**src/rtl/fetch_ctrl_if.sv**
```systemverilog
// Fetch-stage bundle: redirect in, imem request/response, decode handshake.
// master = fetch_ctrl side; slave = surrounding pipeline and memory.
interface fetch_ctrl_if #(
    parameter int N = 64
);
    logic         redirect_valid;
    logic [N-1:0] redirect_pc;
    logic         imem_req_valid;
    logic         imem_req_ready;
    logic [N-1:0] imem_req_addr;
    logic         imem_rsp_valid;
    logic [31:0]  imem_rsp_data;
    logic         inst_valid;
    logic         inst_ready;
    logic [31:0]  inst_data;
    logic [N-1:0] inst_pc;

    modport master (
        input  redirect_valid, redirect_pc, imem_req_ready, imem_rsp_valid,
               imem_rsp_data, inst_ready,
        output imem_req_valid, imem_req_addr, inst_valid, inst_data, inst_pc
    );

    modport slave (
        output redirect_valid, redirect_pc, imem_req_ready, imem_rsp_valid,
               imem_rsp_data, inst_ready,
        input  imem_req_valid, imem_req_addr, inst_valid, inst_data, inst_pc
    );
endinterface

```
**src/rtl/fetch_ctrl.sv**
```systemverilog
// PC sequencer with one outstanding imem request and a one-entry decode buffer; redirect kills everything.
// Latency: response at t+k gives inst_valid at t+k+1; decode backpressure parks the FSM in HOLD.
module fetch_ctrl #(
    parameter int           N        = 64,
    parameter logic [N-1:0] RESET_PC = '0
) (
    input  logic          clk,
    input  logic          reset,
    fetch_ctrl_if.master  bus
);
    typedef enum logic [2:0] {
        BOOT,
        REQ,
        WAIT,
        HOLD,
        DROP
    } state_t;

    localparam logic [N-1:0] PC_STEP = 4;

    state_t       r_state;
    state_t       w_state_nxt;
    logic [N-1:0] r_pc;
    logic [N-1:0] w_pc_nxt;
    logic [N-1:0] r_req_pc;
    logic [N-1:0] w_req_pc_nxt;
    logic [N-1:0] r_inst_pc;
    logic [N-1:0] w_inst_pc_nxt;
    logic [31:0]  r_inst_data;
    logic [31:0]  w_inst_data_nxt;
    logic         w_req_valid;
    logic         w_inst_valid;
    logic         w_redir;

    assign w_redir = bus.redirect_valid;

    always_ff @(posedge clk or posedge reset) begin
        if (reset) begin
            r_state     <= BOOT;
            r_pc        <= RESET_PC;
            r_req_pc    <= '0;
            r_inst_pc   <= '0;
            r_inst_data <= '0;
        end else begin
            r_state     <= w_state_nxt;
            r_pc        <= w_pc_nxt;
            r_req_pc    <= w_req_pc_nxt;
            r_inst_pc   <= w_inst_pc_nxt;
            r_inst_data <= w_inst_data_nxt;
        end
    end

    always_comb begin
        w_state_nxt     = r_state;
        w_pc_nxt        = r_pc;
        w_req_pc_nxt    = r_req_pc;
        w_inst_pc_nxt   = r_inst_pc;
        w_inst_data_nxt = r_inst_data;
        w_req_valid     = 1'b0;
        w_inst_valid    = 1'b0;
        case (r_state)
            BOOT: begin
                w_state_nxt = REQ;
                if (w_redir) begin
                    w_pc_nxt = bus.redirect_pc;
                end
            end
            REQ: begin
                w_req_valid = !w_redir;
                if (w_redir) begin
                    w_pc_nxt = bus.redirect_pc;
                end else if (bus.imem_req_ready) begin
                    w_req_pc_nxt = r_pc;
                    w_pc_nxt     = r_pc + PC_STEP;
                    w_state_nxt  = WAIT;
                end
            end
            WAIT: begin
                // A redirect without the response must still drain the killed one in DROP.
                if (w_redir) begin
                    w_pc_nxt    = bus.redirect_pc;
                    w_state_nxt = bus.imem_rsp_valid ? REQ : DROP;
                end else if (bus.imem_rsp_valid) begin
                    w_inst_data_nxt = bus.imem_rsp_data;
                    w_inst_pc_nxt   = r_req_pc;
                    w_state_nxt     = HOLD;
                end
            end
            DROP: begin
                if (w_redir) begin
                    w_pc_nxt = bus.redirect_pc;
                end
                if (bus.imem_rsp_valid) begin
                    w_state_nxt = REQ;
                end
            end
            HOLD: begin
                w_inst_valid = !w_redir;
                if (w_redir) begin
                    w_pc_nxt    = bus.redirect_pc;
                    w_state_nxt = REQ;
                end else if (bus.inst_ready) begin
                    w_state_nxt = REQ;
                end
            end
            default: begin
                w_state_nxt = BOOT;
            end
        endcase
    end

    assign bus.imem_req_valid = w_req_valid;
    assign bus.imem_req_addr  = r_pc;
    assign bus.inst_valid     = w_inst_valid;
    assign bus.inst_data      = r_inst_data;
    assign bus.inst_pc        = r_inst_pc;
endmodule

```
**src/flat_wrapper.sv**
```systemverilog
// flat-port wrapper written by rule: the top's interface ports become plain ports
module fetch_ctrl_flat 
#(
    parameter int           N        = 64,
    parameter logic [N-1:0] RESET_PC = '0
)
  (clk, reset, bus_redirect_valid, bus_redirect_pc, bus_imem_req_ready, bus_imem_rsp_valid, bus_imem_rsp_data, bus_inst_ready, bus_imem_req_valid, bus_imem_req_addr, bus_inst_valid, bus_inst_data, bus_inst_pc);
  fetch_ctrl_if #(.N(N)) bus_i ();
  input  logic clk;
  input  logic reset;
  input wire logic [$bits(bus_i.redirect_valid)-1:0] bus_redirect_valid;
  input wire logic [$bits(bus_i.redirect_pc)-1:0] bus_redirect_pc;
  input wire logic [$bits(bus_i.imem_req_ready)-1:0] bus_imem_req_ready;
  input wire logic [$bits(bus_i.imem_rsp_valid)-1:0] bus_imem_rsp_valid;
  input wire logic [$bits(bus_i.imem_rsp_data)-1:0] bus_imem_rsp_data;
  input wire logic [$bits(bus_i.inst_ready)-1:0] bus_inst_ready;
  output wire logic [$bits(bus_i.imem_req_valid)-1:0] bus_imem_req_valid;
  output wire logic [$bits(bus_i.imem_req_addr)-1:0] bus_imem_req_addr;
  output wire logic [$bits(bus_i.inst_valid)-1:0] bus_inst_valid;
  output wire logic [$bits(bus_i.inst_data)-1:0] bus_inst_data;
  output wire logic [$bits(bus_i.inst_pc)-1:0] bus_inst_pc;
  assign bus_i.redirect_valid = bus_redirect_valid;
  assign bus_i.redirect_pc = bus_redirect_pc;
  assign bus_i.imem_req_ready = bus_imem_req_ready;
  assign bus_i.imem_rsp_valid = bus_imem_rsp_valid;
  assign bus_i.imem_rsp_data = bus_imem_rsp_data;
  assign bus_i.inst_ready = bus_inst_ready;
  assign bus_imem_req_valid = bus_i.imem_req_valid;
  assign bus_imem_req_addr = bus_i.imem_req_addr;
  assign bus_inst_valid = bus_i.inst_valid;
  assign bus_inst_data = bus_i.inst_data;
  assign bus_inst_pc = bus_i.inst_pc;
  fetch_ctrl #(.N(N), .RESET_PC(RESET_PC)) u_core (.clk(clk), .reset(reset), .bus(bus_i));
endmodule
```
**config.mk**
```make
export PLATFORM = sky130hd
export DESIGN_NAME = fetch_ctrl_flat
export DESIGN_NICKNAME = d
export VERILOG_FILES = /design/src/rtl/fetch_ctrl_if.sv /design/src/rtl/fetch_ctrl.sv /design/src/flat_wrapper.sv
export SDC_FILE = /design/constraint.sdc
export NUM_CORES = 1
export LEC_CHECK = 0
export CAP_MARGIN = 5
export CORE_MARGIN = 1
export CORE_UTILIZATION = 43
export CTS_BUF_LIST = sky130_fd_sc_hd__clkbuf_4
export CTS_CLUSTER_DIAMETER = 120
export DETAILED_ROUTE_END_ITERATION = 16
export PLACE_DENSITY = 0.79
export SLEW_MARGIN = 20
export SYNTH_ARGS = -nofsm -noshare
export SYNTH_HDL_FRONTEND = slang
export SYNTH_SLANG_ARGS = --single-unit
```
**constraint.sdc**
```tcl
create_clock -name clk -period 12.6 [get_ports clk]
set_clock_uncertainty 0.15 [all_clocks]
set_input_delay 1.89 -clock clk [delete_from_list [all_inputs] [get_ports clk]]
set_output_delay 1.89 -clock clk [all_outputs]
set_load 0.03 [all_outputs]
```
==> flow_summary.yaml, run 1 <==
power:
  share_clk_of_total_power: 0.225
  post-layout-total-power_mw: 2.69
  power_density_nw_per_um2: 190
  comb_power_share: 0.356
  swShare: 0.382
  switching_power_mw: 1.03
  leakage_nw: 6.27
  pwr-share-seq: 0.418
  ir_worst_vdd_uv: 128
  power_report.internal_total_mw: 1.66
min_path:
  min_path_cells: 2
  worstHoldPathType: "flip-flop to flip-flop"
  hold_path.startpoint: "u_core.r_req_pc[25]"
  hold_path_end: "u_core.r_req_pc[25]"
drt:
  drt-pass1-iter-count: 5
  maxUsedRoutingLayer: "met4"
  detailedRoute.firstIterationViolations: 783
  met1Wirelength_um: 13200
  route.met2.wl_um: 14500
  drt_drc_violations_left: 0
  met3_wirelength_um: 2040
  routed_via_density: 5.58
  detail-route-antenna-nets: 0
  drt-total-wl_um: 30900
  detail_route.wl_per_cell_um: 18.5
  detailroute.via_count: 9305
cells_and_area:
  final_net_count: 1409
  fin_area_sq_um: 14200
  post_route_cells_drive_above_1_share: 0.165
  flow.area_growth_from_synthesis_pct: 33.5
die:
  std_cell_rows: 57
  initial_core_util: 0.438
  die_x_um: 159
  core_sq_um: 24200
  die-area_sq_um: 25300
  die_h_um: 159
  io_pins: 264
synthesis:
  synth_enable_flop_cells: 0
  synth-warning-count: 0
  ys_seq_area_frac: 0.535
  top_post_synthesis_cells_by_area: "dfrtp_1, mux2_2, nand2_1"
  yosys.area.top_type: "dfrtp_1"
  synth.avg_cell_area_sq_um: 10.2
  net_count_after_synthesis: 1146
  synth-seq-cells: 227
  post-synth-top-area-fraction: 0.535
  synth_area_sq_um: 10600
  asyncSetResetFlopFracSynth: 1.00
  post_synth_num_cell_types: 67
  synth_flop_cell: "dfrtp_1"
  synth_cells: 1043
grt:
  grtUsageTotal: 0.246
  grt_antenna_before_repair: 3
  grt_max_degree: 97
  first_global_vias: 9266
  grt_pass1_wl_um: 50000
  total_gr_overflow: 0
timing:
  min_period_ns: 5.78
  fmax_ghz: 0.173
  setup_viol_count_final: 0
  setup_ws_ns: 6.82
  final_min_period_over_clock_period: 0.459
  slew_violations: 0
  transition_time_at_the_pin_with_the_least_slew_margin_ns: 1.05
  fin_setup_tns_ns: 0
  hold-worst-slack_ns: 0.325
  slew_headroom: 0.296
  setup_repair_after_global_routing_missed_its_margin: "no"
  report.final.hold_viol_count: 0
clock_network:
  buffer_type_at_the_clock_tree_root: "clkbuf_4"
  cts_setup_buffers: 0
  cts_resized: 0
  cts_inserted_buffers: 59
  cts_hold_buffers: 0
  clk_path_buf_depth: 3
  cts.sink_count: 227
  tritoncts_clock_tree: "built"
  cts.reportedPaths.clkPinSlew_ns: 0.06
  insertion_delay_ns: 0.69
  htree_num_levels: 2
worst_setup_path:
  cpPeakStageDelay_ns: 0.70
  critical_path_buf_inv_count: 2
  worst_reg2reg_path_endpoint: "u_core.bus.imem_req_addr[60]"
  critical_path_class: "primary input to output pin"
  path_common_cell: "clkdlybuf4s50_1"
  timing.critical_path.from_type: "primary input"
  r2r.worst_path.cells: 7
  cp.arrival_ns: 3.74
  critical_path.cell_chain: "clkdlybuf4s50_1 -> nor2_1 -> and2_1 -> clkdlybuf4s50_1"
  critical_register_to_register_path_startpoint: "u_core.r_state[1]"
  worstPathRequired_ns: 10.56
  crit_path_end_kind: "output pin"
  path_max_fanout: 11
  reg2reg_slack_ns: 9.45
  worst_path_max_delay_cell: "clkdlybuf4s50_1"
  critPathTopFamily: "buffers and inverters"
flow_run:
  timing.max_cap.violations: 0
place:
  post_dp_cell_area_sq_um: 13500
  port-buffer-count: 263
  dpl.hpwl_um: 20700
  place_congestion: 0.838
  detailedPlace.worstSlack_ns: 6.83
outcome:
  run_status: "finished, final reports clean"
==> synth_stat cells (11+ instances only) <==
cell type	n
and4_1	11
nand4_1	30
nand3_1	45
nand2_1	224
nor2_1	40
o21ai_0	50
or3_1	14
mux2_2	99
nor4_1	13
o22ai_1	13
inv_1	13
and3_1	20
dfrtp_1	227
a21oi_1	43
buf_2	28
clkbuf_1	40
nor3_1	16
==> worst max-delay path by stage <==
| stage | startpoint | cells after the start | to | slack [ns] |
|---|---|---|---|---|
| after global routing | bus_redirect_valid | 4 | bus_imem_req_valid | 6.75 |
| after detailed placement | bus_redirect_valid | 4 | bus_imem_req_valid | 6.83 |
| final | bus_redirect_valid | 4 | bus_imem_req_valid | 6.82 |
| after CTS | bus_redirect_valid | 4 | bus_imem_req_valid | 6.83 |
| after global placement | bus_redirect_valid | 4 | bus_imem_req_valid | 6.88 |
| after floorplan | reset | 1 | u_core.bus.imem_req_addr[0] | 4.34 |
==> routing by layer <==
metal / track usage / vias up
met5: 0 / -
li1: - / 4312
met3: 0.0547 / 86
met2: 0.390 / 352
met4: 0.114 / 0
met1: 0.322 / 4555
==> sequential cells by signal, indices dropped and copies added (netlist names) <==
signal                    cells
u_core.bus.imem_req_addr     64
u_core.bus.inst_data         32
u_core.bus.inst_pc           64
u_core.r_req_pc              64
u_core.r_state                3
==> kinds of logic after synthesis <==
kind of cell | count (synthesis) | share of synthesized area
buffers and inverters | 85 | 0.0340
muxes | 105 | 0.111
adders and majority gates | 1 | 0.00118
and+or+nand+nor | 447 | 0.210
DFF | 227 | 0.535
AOI/OAI and AO/OA | 178 | 0.110
==> metrics by stage <==
step           std cells   util
3_5_place_dp        1569  0.556
5_1_grt             1669  0.585
2_1_floorplan       1043      -
6_report            1669  0.585
4_1_cts             1666  0.584
3_3_place_gp        1569  0.556
==> layout by cell type, fill, tap and decap left out, types with 4 or more instances in the layout <==
cell type,instances
clkdlybuf4s50_1,263
dfrtp_1,227
nand2_1,223
mux2_2,99
clkbuf_4,79
o21ai_0,50
nand3_1,45
a21oi_1,43
nor2_1,38
nand4_1,30
and3_1,20
nor3_1,16
or3_1,14
o22ai_1,13
nor4_1,13
inv_1,12
and4_1,11
clkinv_1,11
buf_4,11
o22a_1,7
a2bb2oi_1,7
mux2i_1,6
o211ai_1,5
clkinv_2,5
a31oi_1,4
a31o_2,4
a311oi_1,4
or4_1,4
==> tightest hold or removal path: cells and delay by family, from the launching register on <==
family	cells	cell delay, ns
DFF	1	0.34
and+or+nand+nor	2	0.11
==> power groups by stage <==
| stage | logic, mW | clock network [mW] | registers (mW) |
|---|---|---|---|
| 2_1_floorplan | 0.319 | 0 | 1.34 |
| 3_3_place_gp | 0.942 | 0 | 1.12 |
| 3_5_place_dp | 0.960 | 0 | 1.13 |
| 4_1_cts | 0.965 | 0.623 | 1.12 |
| 5_1_grt | 1.02 | 0.662 | 1.15 |
| 6_report | 0.958 | 0.606 | 1.12 |
==> final cells by class <==
cell class	instances	area, sq um
Sequential cell	227	5680
Timing Repair Buffer	274	2720
Fill cell	2079	10100
Tap cell	324	405
Inverter	13	56.3
Clock inverter	18	100
Clock buffer	79	593
Multi-Input combinational cell	731	4620
Antenna cell	3	7.51
(Power assumes the default switching activity.)
==> run 2, diff against run 1 <==
==> constraint.sdc (replaced) <==
create_clock -name clk -period 5.4 [get_ports clk]
set_clock_uncertainty 0.15 [all_clocks]
set_input_delay 0.81 -clock clk [delete_from_list [all_inputs] [get_ports clk]]
set_output_delay 0.81 -clock clk [all_outputs]
set_load 0.03 [all_outputs]
==> run 2 against run 1 <==
Effect of this change: hold slack worse by 0.0022 ns; global-route usage is 0.13 points higher; via count is 0.93% higher; cell area is 0.50% higher; total power is 140% higher; clock power is 140% higher; worst setup slack worse by 5.0 ns; utilization is 0.29 points higher; flip-flop and latch count stayed put; critical path depth stayed put.
==> flow_summary.yaml, run 2 (synthesis gave the netlist of run 1 again) <==
worst_setup_path:
  r2r.worst_path.cells: 5
  crit_path_end_kind: "output pin"
  worstSetupEndpoint: "bus_imem_req_valid"
  reg2reg_slack_ns: 2.35
  crit_path_launch: "bus_redirect_valid"
  worst_path_max_delay_cell: "clkdlybuf4s50_1"
  wp_depth: 4
  cp.arrival_ns: 2.66
  path_common_cell: "clkdlybuf4s50_1"
  critical_register_to_register_path_startpoint: "u_core.bus.imem_req_addr[12]"
  worstPathRequired_ns: 4.44
  critPathTopFamily: "buffers and inverters"
  critical_path_class: "primary input to output pin"
  cpPeakStageDelay_ns: 0.71
  path_max_fanout: 11
  critical_path.cell_chain: "clkdlybuf4s50_1 -> nor2_1 -> and2_1 -> clkdlybuf4s50_1"
  timing.critical_path.from_type: "primary input"
  worst_reg2reg_path_endpoint: "u_core.bus.imem_req_addr[35]"
  critical_path_buf_inv_count: 2
drt:
  drt-pass1-iter-count: 5
  routed_via_density: 5.59
  detailroute.via_count: 9392
  detail-route-antenna-nets: 0
  detail_route.wl_per_cell_um: 18.6
  drt-total-wl_um: 31200
  drt_drc_violations_left: 0
  detailedRoute.firstIterationViolations: 918
power:
  comb_power_share: 0.354
  share_clk_of_total_power: 0.231
  switching_power_mw: 2.40
  leakage_nw: 6.31
  pwr-share-seq: 0.415
  swShare: 0.380
  power_report.internal_total_mw: 3.92
  power_density_nw_per_um2: 444
  ir_worst_vdd_uv: 255
die:
  die_x_um: 159
  io_pins: 264
  core_sq_um: 24200
  initial_core_util: 0.438
  die-area_sq_um: 25300
  std_cell_rows: 57
  die_h_um: 159
outcome:
  run_status: "finished, final reports clean"
flow_run:
  timing.max_cap.violations: 0
cells_and_area:
  fin_area_sq_um: 14200
  final_cell_mix: "clkdlybuf4s50_1, dfrtp_1, nand2_1, mux2_2, clkbuf_4"
  post_route_cells_drive_above_1_share: 0.173
  final_net_count: 1413
  layout.cells.most_common: "clkdlybuf4s50_1"
  flow.area_growth_from_synthesis_pct: 34.2
place:
  port-buffer-count: 263
  post_dp_cell_area_sq_um: 13500
  detailedPlace.worstSlack_ns: 1.71
  place_congestion: 0.837
  dpl.hpwl_um: 21300
clock_network:
  cts_hold_buffers: 0
  cts.reportedPaths.clkPinSlew_ns: 0.06
  cts_inserted_buffers: 61
  buffer_type_at_the_clock_tree_root: "clkbuf_4"
  htree_num_levels: 2
  cts_setup_buffers: 0
  cts.sink_count: 227
  insertion_delay_ns: 0.70
  cts_resized: 0
  tritoncts_clock_tree: "built"
  clk_path_buf_depth: 3
timing:
  setup_ws_ns: 1.78
  slew_violations: 0
  fmax_ghz: 0.276
  slew_headroom: 0.308
  final_min_period_over_clock_period: 0.671
  setup_viol_count_final: 0
  setup_repair_after_global_routing_missed_its_margin: "no"
  fin_setup_tns_ns: 0
  report.final.hold_viol_count: 0
  transition_time_at_the_pin_with_the_least_slew_margin_ns: 1.03
  min_period_ns: 3.62
grt:
  grt_max_degree: 85
  grt_pass1_wl_um: 50200
  first_global_vias: 9218
  total_gr_overflow: 0
  grtUsageTotal: 0.247
  grt_antenna_before_repair: 5
min_path:
  worstHoldPathType: "flip-flop to flip-flop"
  min_path_cells: 2
## run 2: per-stage QoR
step           utilization  total power [mW]  cells  hold WS (ns)
2_1_floorplan            -              3.88   1043         0.292
6_report             0.588              6.32   1679         0.323
3_5_place_dp         0.557              4.89   1571         0.313
5_1_grt              0.588              6.68   1679         0.343
4_1_cts              0.587              6.37   1675         0.328
3_3_place_gp         0.557              4.82   1571         0.308
## run 2: routing by layer
metal	vias to the layer above	track usage	wire [um]
met5	-	0	13
met4	2	0.115	1140
met3	81	0.0630	2550
met2	412	0.386	14500
met1	4584	0.324	13000
li1	4313	-	-
## run 2: final cells by class
cell class	count	area (sq um)
timing repair buffer	276	2740
multi-input combinational	731	4620
clock buffer	92	691
tap	324	405
clock inverter	12	47.5
fill	2093	10000
sequential	227	5680
inverter	13	52.6
antenna	4	10.0
## run 2: worst min path at each step
stage                                      to  slack (ns)           startpoint
final                     u_core.r_req_pc[36]        0.32  u_core.r_req_pc[36]
after detailed placement  u_core.r_req_pc[42]        0.31  u_core.r_req_pc[42]
after global routing       u_core.r_req_pc[3]        0.34   u_core.r_req_pc[3]
after floorplan           u_core.r_req_pc[58]        0.29  u_core.r_req_pc[58]
after CTS                  u_core.r_req_pc[2]        0.33   u_core.r_req_pc[2]
after global placement    u_core.r_req_pc[39]        0.31  u_core.r_req_pc[39]
## run 2: worst register-to-register path, stage by stage, from the launching register on
cell      delay, ns
dfrtp_1        0.52
nand4_2        0.27
nor4_4         0.91
nand3_1        0.49
o31a_1         0.41
a311oi_1       0.21
## run 2: power groups by stage
stage	clock [mW]	combinational [mW]	sequential [mW]
final	1.46	2.24	2.62
after global routing	1.60	2.38	2.70
after CTS	1.50	2.25	2.62
after detailed placement	0	2.24	2.64
after global placement	0	2.20	2.62
after floorplan	0	0.745	3.13
